<file path="src/rtl/ifetch_unit.sv">
// Instruction-fetch stage: owns the PC, reads one word at a time from instruction
// memory over req/ack and hands it to decode over valid/ready, honouring redirects.
module ifetch_unit #(
   parameter int                  PC_WIDTH    = 10,
   parameter int                  INSTR_WIDTH = 32,
   parameter logic [PC_WIDTH-1:0] RESET_PC    = '0,
   parameter int                  CNT_WIDTH   = 16
) (
   input  logic                   clk,
   input  logic                   reset,
   output logic                   imem_req,
   output logic [PC_WIDTH-1:0]    imem_addr,
   input  logic                   imem_ack,
   input  logic [INSTR_WIDTH-1:0] imem_rdata,
   output logic                   instr_valid,
   input  logic                   instr_ready,
   output logic [INSTR_WIDTH-1:0] instr_out,
   output logic [PC_WIDTH-1:0]    pc_next_out,
   input  logic                   redirect_valid,
   input  logic [PC_WIDTH-1:0]    redirect_target,
   output logic                   fetch_fault,
   output logic [CNT_WIDTH-1:0]   fetch_count
);

   typedef enum logic [1:0] {
      ST_FETCH,
      ST_HOLD,
      ST_HALT
   } state_t;

   state_t                state_reg;
   logic [PC_WIDTH-1:0]   pc_reg;
   logic [PC_WIDTH-1:2]   req_addr_reg;
   logic                  squash_reg;

   logic [PC_WIDTH-1:0]   pc_inc;
   logic [PC_WIDTH-1:2]   addr_word;
   logic                  redirect_ok;
   logic                  redirect_bad;

   assign pc_inc       = pc_reg + PC_WIDTH'(4);
   assign redirect_bad = redirect_valid & (redirect_target[1:0] != 2'b00);
   assign redirect_ok  = redirect_valid & (redirect_target[1:0] == 2'b00);

   assign imem_req = (state_reg == ST_FETCH);

   // While a squashed read is still outstanding, pc already holds the redirect
   // target, so the bus must keep showing the address that was originally issued.
   assign addr_word = squash_reg ? req_addr_reg : pc_reg[PC_WIDTH-1:2];

   genvar gi;
   generate
      for (gi = 0; gi < PC_WIDTH; gi++) begin : g_addr
         if (gi < 2) begin : g_lo
            assign imem_addr[gi] = 1'b0;
         end else begin : g_hi
            assign imem_addr[gi] = addr_word[gi];
         end
      end
   endgenerate

   always_ff @(posedge clk) begin
      if (reset) begin
         state_reg    <= ST_FETCH;
         pc_reg       <= RESET_PC;
         req_addr_reg <= '0;
         squash_reg   <= 1'b0;
         instr_valid  <= 1'b0;
         instr_out    <= '0;
         pc_next_out  <= '0;
         fetch_fault  <= 1'b0;
         fetch_count  <= '0;
      end else begin
         case (state_reg)
            ST_FETCH: begin
               if (redirect_bad) begin
                  fetch_fault <= 1'b1;
                  instr_valid <= 1'b0;
                  squash_reg  <= 1'b0;
                  state_reg   <= ST_HALT;
               end else if (imem_ack) begin
                  if (squash_reg | redirect_ok) begin
                     // Wrong-path data: drop it and restart at the pending target.
                     if (redirect_ok) begin
                        pc_reg <= redirect_target;
                     end
                     squash_reg <= 1'b0;
                  end else begin
                     instr_out   <= imem_rdata;
                     pc_next_out <= pc_inc;
                     pc_reg      <= pc_inc;
                     instr_valid <= 1'b1;
                     state_reg   <= ST_HOLD;
                  end
               end else if (redirect_ok) begin
                  if (!squash_reg) begin
                     req_addr_reg <= pc_reg[PC_WIDTH-1:2];
                  end
                  pc_reg     <= redirect_target;
                  squash_reg <= 1'b1;
               end
            end

            ST_HOLD: begin
               if (redirect_bad) begin
                  fetch_fault <= 1'b1;
                  instr_valid <= 1'b0;
                  state_reg   <= ST_HALT;
               end else if (redirect_ok) begin
                  // Redirect beats a same-cycle handoff: the held word is wrong-path.
                  instr_valid <= 1'b0;
                  pc_reg      <= redirect_target;
                  state_reg   <= ST_FETCH;
               end else if (instr_ready) begin
                  instr_valid <= 1'b0;
                  fetch_count <= fetch_count + CNT_WIDTH'(1);
                  state_reg   <= ST_FETCH;
               end
            end

            default: begin
               instr_valid <= 1'b0;
            end
         endcase
      end
   end

endmodule

</file>
<file path="config.mk">
export PLATFORM = sky130hd
export DESIGN_NAME = ifetch_unit
export DESIGN_NICKNAME = d
export VERILOG_FILES = /design/src/rtl/ifetch_unit.sv
export SDC_FILE = /design/constraint.sdc
export NUM_CORES = 1
export LEC_CHECK = 0
export CORE_ASPECT_RATIO = 1.75
export CORE_MARGIN = 3
export CORE_UTILIZATION = 40
export DETAILED_ROUTE_END_ITERATION = 10
export PLACE_DENSITY_LB_ADDON = 0.1
export REMOVE_ABC_BUFFERS = 1
export SKIP_CTS_REPAIR_TIMING = 1
export SKIP_LAST_GASP = 1
export SLEW_MARGIN = 20
export SYNTH_ARGS = -nofsm -noshare
export SYNTH_HDL_FRONTEND = slang
export SYNTH_SLANG_ARGS = --single-unit
</file>
<file path="constraint.sdc">
create_clock -name clk -period 2.05 [get_ports clk]
set_input_delay 0.3075 -clock clk [delete_from_list [all_inputs] [get_ports clk]]
set_output_delay 0.3075 -clock clk [all_outputs]
set_load 0.01 [all_outputs]
</file>
Word-level counts from Yosys, hierarchy flattened
Cells that the tools add are included.
{"block": "totals", "reg_bits": 81, "in_bits": 47, "output_inout_bits": 71, "wordCells": 64}
{"block": "op_classes", "addsub": 2, "eq_ne": 7, "muxes": 25, "bitwise": 7, "n_reduce_logical": 14}
{"op": "$mux W10", "count": 5}
{"op": "$pmux W10 S2", "count": 1}
{"op": "$add A16 B1 Y16 const B", "count": 1}
{"op": "$reduce_and A4 Y1", "count": 4}
{"op": "$mux W2", "count": 6}
{"op": "$add A10 B3 Y10 const B", "count": 1}
{"op": "$mux W1", "count": 10}
{"op": "$reduce_and A3 Y1", "count": 3}
{"op": "$mux W8", "count": 1}
{"op": "$ne A3 B1 Y1 const B", "count": 2}
{"op": "$logic_not A2 Y1", "count": 2}
{"op": "$ne A2 B2 Y1 const B", "count": 2}
{"op": "$ne A4 B4 Y1 const B", "count": 1}
{"op": "$not A1 Y1", "count": 4}
{"op": "$pmux W2 S2", "count": 1}
{"op": "$reduce_bool A2 Y1", "count": 2}
{"op": "$ne A3 B3 Y1 const B", "count": 1}
{"op": "$reduce_bool A3 Y1", "count": 1}
{"op": "$and A1 B1 Y1", "count": 2}
{"op": "$eq A2 B1 Y1 const B", "count": 1}
{"op": "$pmux W1 S2", "count": 1}
{"op": "$reduce_and A2 Y1", "count": 1}
{"op": "$reduce_or A2 Y1", "count": 1}
{"op": "$or A1 B1 Y1", "count": 1}

Logic depth before layout (Yosys ltp)
Gate-level depths: netlist of the first run.
{"block": "logic_depth", "ltp_word": 7, "mapped_depth": 7, "ltp_nobuf": 5}

Worst setup path before layout of the first run
No wires, ideal clock.
{"block": "synth_path", "path_kind": "register -> register", "start": "register fetch_count[3]", "end": "register fetch_count[15]", "setup_time_ns": 0.070, "arrival_ns": 1.612, "required_time_ns": 1.980, "setup_slack_ns": 0.368, "stages_incl_launch_ff": 5, "n_path_buf": 0, "synth_period_minus_slack_ns": 1.682, "cell_sequence": "dfxtp_1 nand4_1 nand4bb_1 or4_1 a21oi_1"}
{"block": "synth_via", "elab_chain_len": 1}
{"element": "start: declaration", "line_no": "22", "rtl": "output logic [CNT_WIDTH-1:0] fetch_count"}
{"element": "start signal: assignment", "line_no": "116", "rtl": "fetch_count <= fetch_count + CNT_WIDTH'(1);"}
{"element": "$add A16 B1 Y16", "line_no": "116"}
No other way between the ends.
A chain may end at the register's enable or synchronous reset.

Worst setup path in the final report of the first run
{"block": "layout_path", "start": "register pc_reg[5]", "end": "output imem_addr[5]"}
{"block": "layout_via", "elab_chain_len": 1}
{"element": "start: declaration", "line_no": "32", "rtl": "logic [PC_WIDTH-1:0] pc_reg;"}
{"element": "start signal: assignment", "line_no": "85", "rtl": "pc_reg <= redirect_target;"}
{"element": "start signal: assignment", "line_no": "91", "rtl": "pc_reg <= pc_inc;"}
{"element": "start signal: assignment", "line_no": "99", "rtl": "pc_reg <= redirect_target;"}
{"element": "$mux W8"}
{"element": "end: declaration", "line_no": "12", "rtl": "output logic [PC_WIDTH-1:0] imem_addr,"}
No other way between the ends.

==> results.yml, run 1 <==
status:
  status: "completed"
placement:
  gp_congestion: 0.866
  placed_cell_area_um2: 4610
  place_ws_ns: -0.105
  dp_cells: 591
  hpwl_mm: 6.23
  io_buffers: 115
floorplan:
  coreArea_um2: 7960
  die_h_um: 126
  start_util: 0.412
  die-width_um: 74.5
  ios: 118
  rows: 43
  die-area_um2: 9370
clock_network:
  clk_pin_slew_ns: 0.05
  cts_tree: "yes"
  h-tree-depth: 3
  clkSinkCount: 81
  clockRootBuffer: "clkbuf_16"
  numCtsBuffers: 9
  clockBufferDepth: 2
  clock_latency_ns: 0.33
layout:
  layout_common_cells: "clkdlybuf4s50_1 (114), nand2_1 (83), dfxtp_1 (80)"
  final_cells: 606
  final_common_cell: "clkdlybuf4s50_1"
  largest_register: "instr_out"
  nets: 561
  largest_register_ffs: 32
  nFillCells: 739
  fin_util: 0.617
  register_area_um2: 1630
  multi_input_area_um2: 1520
  area_delta_synth_final_pct: 49.7
  reg_top3: "instr_out (32), fetch_count (16)"
  design_area_um2: 4920
  n_antenna_cell: 0
  drive_gt1_frac: 0.0891
synthesis:
  ys.flop_type: "dfxtp_1"
  syn_inst: 391
  ys_ff_latch: 81
  netlist_area_um2: 3280
  synth_edf_count: 0
  avgSynthCellArea_um2: 8.40
  yosysWarnings: 0
  ys_async_sr_fraction: 0
  ys_seq_area_frac: 0.494
  synth_cell_type_count: 44
setup_path:
  cp.arrival_ns: 1.65
  crit_chain: "inv_1, o21ai_0, clkdlybuf4s50_1"
  cp-start-kind: "flip-flop"
  crit_path_max_fanout: 5
  reg2reg_slack_ns: 0.36
  cp.required_ns: 1.74
  cp-end-kind: "output port"
  slowest_stage: "clkdlybuf4s50_1"
  worstSetupPathType: "reg2out"
  cp_slowest_stage_delay_ns: 0.58
power_and_ir_drop:
  p_leak_nw: 1.73
  ir_drop_uv: 522
  p_per_area_nw_per_um2: 765
timing:
  setup_viol: 0
  tns_ns: 0
  rsz0062_at_grt: "no"
  fmax_mhz: 512
  clock_skew_ns: 0.00346
  hold_violations: 0
  worst_slack_ns: 0.0955
  slew_violations: 0
  period_minus_slack_ns: 1.95
  fin_crit_sh: 0.953
grt:
  grt_max_degree: 38
  grt_pass1_vias: 2940
  grt_first_pass_wirelength_mm: 13.9
  grtUsageTotal: 0.192
  grt_antenna_before_repair: 0
  grt.overflow.total: 0
routing:
  num_vias: 3044
  wire_per_inst_um: 14.2
  drtIter0Drc: 100
  ant_nets: 0
  viasPerCell: 5.02
  dr.pass1.iters: 4
  drc: 0
  wl_mm: 8.59
run:
  maxCapViolCount: 0
min_path:
  min_path_type: "in2reg"
==> cell type report <==
cell class	instances	area share
inverter	7	0.00534
timing repair buffer	135	0.271
sequential	81	0.331
multi-input combinational	278	0.309
clock buffer	13	0.0529
tap	90	0.0229
clock inverter	2	0.00764
==> final timing paths <==
check | start | end | cells after the start
worst min-delay path | reset | fetch_count[9] | 2
worst max-delay path | pc_reg[5] | imem_addr[5] | 3
worst max register to register | state_reg[1] | fetch_count[12] | 5
worst min register to register | pc_reg[0] | pc_next_out[0] | 2
==> per-layer routing <==
metal | track usage | wire length (um)
met1 | 0.211 | 3340
met2 | 0.341 | 4780
met3 | 0.0399 | 263
met4 | 0.0839 | 200
met5 | 0 | 0
==> report_power, final <==
| part | switching [W] | internal [W] | total [W] |
|---|---|---|---|
| registers | 0.0000461 | 0.00163 | 0.00168 |
| clock network | 0.000597 | 0.00100 | 0.00160 |
| logic | 0.000213 | 0.000267 | 0.000479 |
| total | 0.000856 | 0.00290 | 0.00376 |
==> kinds of logic (layout without fill, tap and decap cells) <==
logic type,Yosys count,after routing,synth area share
flip-flops,81,81,0.494
multiplexers,13,13,0.0412
AO/OA/AOI/OAI,77,77,0.132
AND/OR/NAND/NOR,169,169,0.237
buffers and inverters,33,157,0.0469
adder cells (fa/ha/maj),2,2,0.00762
XOR/XNOR,15,15,0.0400
other,1,2,0.00114
==> critical path, delay by kind of cell (launching register included) <==
| kind | cells | cell delay (ns) |
|---|---|---|
| buffers and inverters | 2 | 0.69 |
| flip-flops | 1 | 0.40 |
| AO/OA/AOI/OAI | 1 | 0.23 |
==> synth_stat cells (3+ instances only) <==
master | instances | area, um2
a211oi_1 | 5 | 37.5
a21oi_1 | 46 | 230
buf_2 | 6 | 30.0
buf_4 | 4 | 30.0
clkbuf_1 | 15 | 56.3
dfxtp_1 | 81 | 1620
inv_1 | 7 | 26.3
mux2_2 | 4 | 45.0
mux2i_1 | 9 | 90.1
nand2_1 | 83 | 312
nand3_1 | 8 | 40.0
nand4_1 | 6 | 37.5
nor2_1 | 37 | 139
nor3_1 | 11 | 55.1
nor3b_1 | 3 | 22.5
nor4_1 | 4 | 25.0
o21ai_0 | 11 | 55.1
o22ai_1 | 5 | 31.3
or3_1 | 3 | 18.8
xnor2_1 | 11 | 96.3
xor2_1 | 4 | 35.0
==> stage by stage <==
step	hold slack [ns]	power [W]
after floorplan	0.377	0.00188
after global placement	0.434	0.00219
after detailed placement	0.441	0.00220
after CTS	0.357	0.00381
after global routing	0.390	0.00392
final	0.363	0.00376
Note: power is estimated with default switching activity, not from simulation.
==> run 2: changes to the inputs <==
Settings changed: REMOVE_ABC_BUFFERS 1 to not set.
==> run 2 against run 1 <==
Against the previous run:
- register-to-register slack barely moved
- non-clock buffer count rose by 2
- critical path depth fell by 1
- cell count rose by 0.50%
- power fell by 0.27%
==> results.yml, run 2 (same netlist as run 1, synthesis figures left out) <==
power_and_ir_drop:
  total_power_w: 0.00375
  p_per_area_nw_per_um2: 764
  p_int_w: 0.00287
  ir_drop_uv: 517
  p_switching_w: 0.000881
  p_leak_nw: 1.74
  sw_frac_of_total: 0.235
  comb_power_share: 0.128
  seqPwrFrac: 0.447
  pwr-share-clk: 0.425
clock_network:
  clk_pin_slew_ns: 0.06
  numCtsBuffers: 9
  clkSinkCount: 81
  clock_latency_ns: 0.33
  cts_tree: "yes"
  clockRootBuffer: "clkbuf_16"
  clockBufferDepth: 2
  h-tree-depth: 3
placement:
  io_buffers: 115
  gp_congestion: 0.811
  place_ws_ns: -0.167
  hpwl_mm: 6.49
floorplan:
  die_h_um: 126
  die-width_um: 74.5
  die-area_um2: 9370
  ios: 118
  rows: 43
  coreArea_um2: 7960
  start_util: 0.412
setup_path:
  cp.arrival_ns: 1.64
  rr_worst_depth: 5
  cp.required_ns: 1.74
  cp-start-kind: "flip-flop"
  cp-end-kind: "output port"
  crit_chain: "mux2_2, clkdlybuf4s50_1"
  cp_slowest_stage_delay_ns: 0.49
  worstSetupPathType: "reg2out"
  slowest_stage: "clkdlybuf4s50_1"
  crit_path_max_fanout: 15
layout:
  largest_register_ffs: 32
  n_antenna_cell: 0
  nets: 563
  largest_register: "instr_out"
  drive_gt1_frac: 0.0963
  layout_common_cells: "clkdlybuf4s50_1 (113), nand2_1 (83), dfxtp_1 (80)"
  final_common_cell: "clkdlybuf4s50_1"
  area_delta_synth_final_pct: 49.5
  reg_top3: "instr_out (32), fetch_count (16)"
  nFillCells: 730
routing:
  dr.pass1.iters: 4
  num_vias: 3125
  viasPerCell: 5.13
  wl_mm: 8.73
  wire_per_inst_um: 14.3
  drc: 0
  drtIter0Drc: 106
  ant_nets: 0
grt:
  use_met3: 0.0351
  grt_first_pass_wirelength_mm: 13.7
  grt_pass1_vias: 2926
  grt.overflow.total: 0
  grt_max_degree: 33
  grt_antenna_before_repair: 0
  grtUsageMet1: 0.198
  grt_util_met2: 0.338
  grt_most_used_layer: "met2"
  grtUsageTotal: 0.189
timing:
  rsz0062_at_grt: "no"
  fmax_mhz: 514
  period_minus_slack_ns: 1.95
  clock_skew_ns: 0.00404
  slew_violations: 0
  hold_violations: 0
  whs_ns: 0.360
  worst_slack_ns: 0.103
  setup_viol: 0
  fin_crit_sh: 0.950
run:
  maxCapViolCount: 0
status:
  status: "completed"
min_path:
  min_path_type: "in2reg"
  hold_depth: 2
==> run 2: cell types whose count changed in the layout (fill, tap and decap cells not counted) <==
| cell | before | now |
|---|---|---|
| buf_4 | 17 | 21 |
| buf_12 | 3 | 1 |
| clkinv_2 | 0 | 2 |
| clkbuf_1 | 2 | 1 |
| clkbuf_8 | 2 | 1 |
| clkdlybuf4s50_1 | 114 | 113 |
| clkinvlp_4 | 1 | 2 |
| dlymetal6s2s_1 | 0 | 1 |
| o21ai_0 | 9 | 10 |
| o21ai_1 | 2 | 1 |
==> run 2: worst paths after layout <==
kind | slack [ns] | end | from
max | 0.10 | imem_addr[3] | squash_reg
min | 0.36 | pc_next_out[3] | reset
max reg2reg | 0.37 | pc_reg[6] | squash_reg
min reg2reg | 0.45 | pc_next_out[0] | pc_next_out[0]
==> run 2: layer usage <==
layer  wire [um]  up-vias  part of all wire
li1            -     1572                 -
met1        3330     1445              0.38
met2        4680       89              0.54
met3         412       19             0.047
met4         305        0             0.035
met5           0        -                 0
==> run 2: area by class of cell <==
class / instances / area [um2] / share of cell area
Sequential cell: 81 / 1630 / 0.331
Multi-Input combinational cell: 278 / 1520 / 0.310
Timing Repair Buffer: 137 / 1330 / 0.270
Clock buffer: 11 / 243 / 0.0495
Tap cell: 90 / 113 / 0.0229
Clock inverter: 5 / 55.1 / 0.0112
Inverter: 7 / 26.3 / 0.00535
==> run 2: power by group through the flow <==
stage | Sequential (W) | Clock, W | Combinational (W)
2_1_floorplan | 0.00172 | 0 | 0.000195
3_3_place_gp | 0.00171 | 0 | 0.000477
3_5_place_dp | 0.00171 | 0 | 0.000481
4_1_cts | 0.00168 | 0.00163 | 0.000484
5_1_grt | 0.00168 | 0.00170 | 0.000519
6_report | 0.00168 | 0.00159 | 0.000478
==> run 2: worst max-delay path, delay by kind of cell, from the launching register on <==
kind     cells  cell delay (ns)
buf+inv      1             0.49
flops        1             0.44
mux          1             0.37
==> run 2: per-stage QoR <==
| step | TNS (ns) | cell area [um2] | std cells | util |
|---|---|---|---|---|
| floorplan | 0 | 3290 | 392 | - |
| global placement | -1.25 | 4600 | 593 | 0.578 |
| detailed placement | -1.99 | 4600 | 593 | 0.578 |
| CTS | -0.529 | 4900 | 609 | 0.615 |
| global route | 0 | 4910 | 609 | 0.616 |
| finish | 0 | 4910 | 609 | 0.616 |
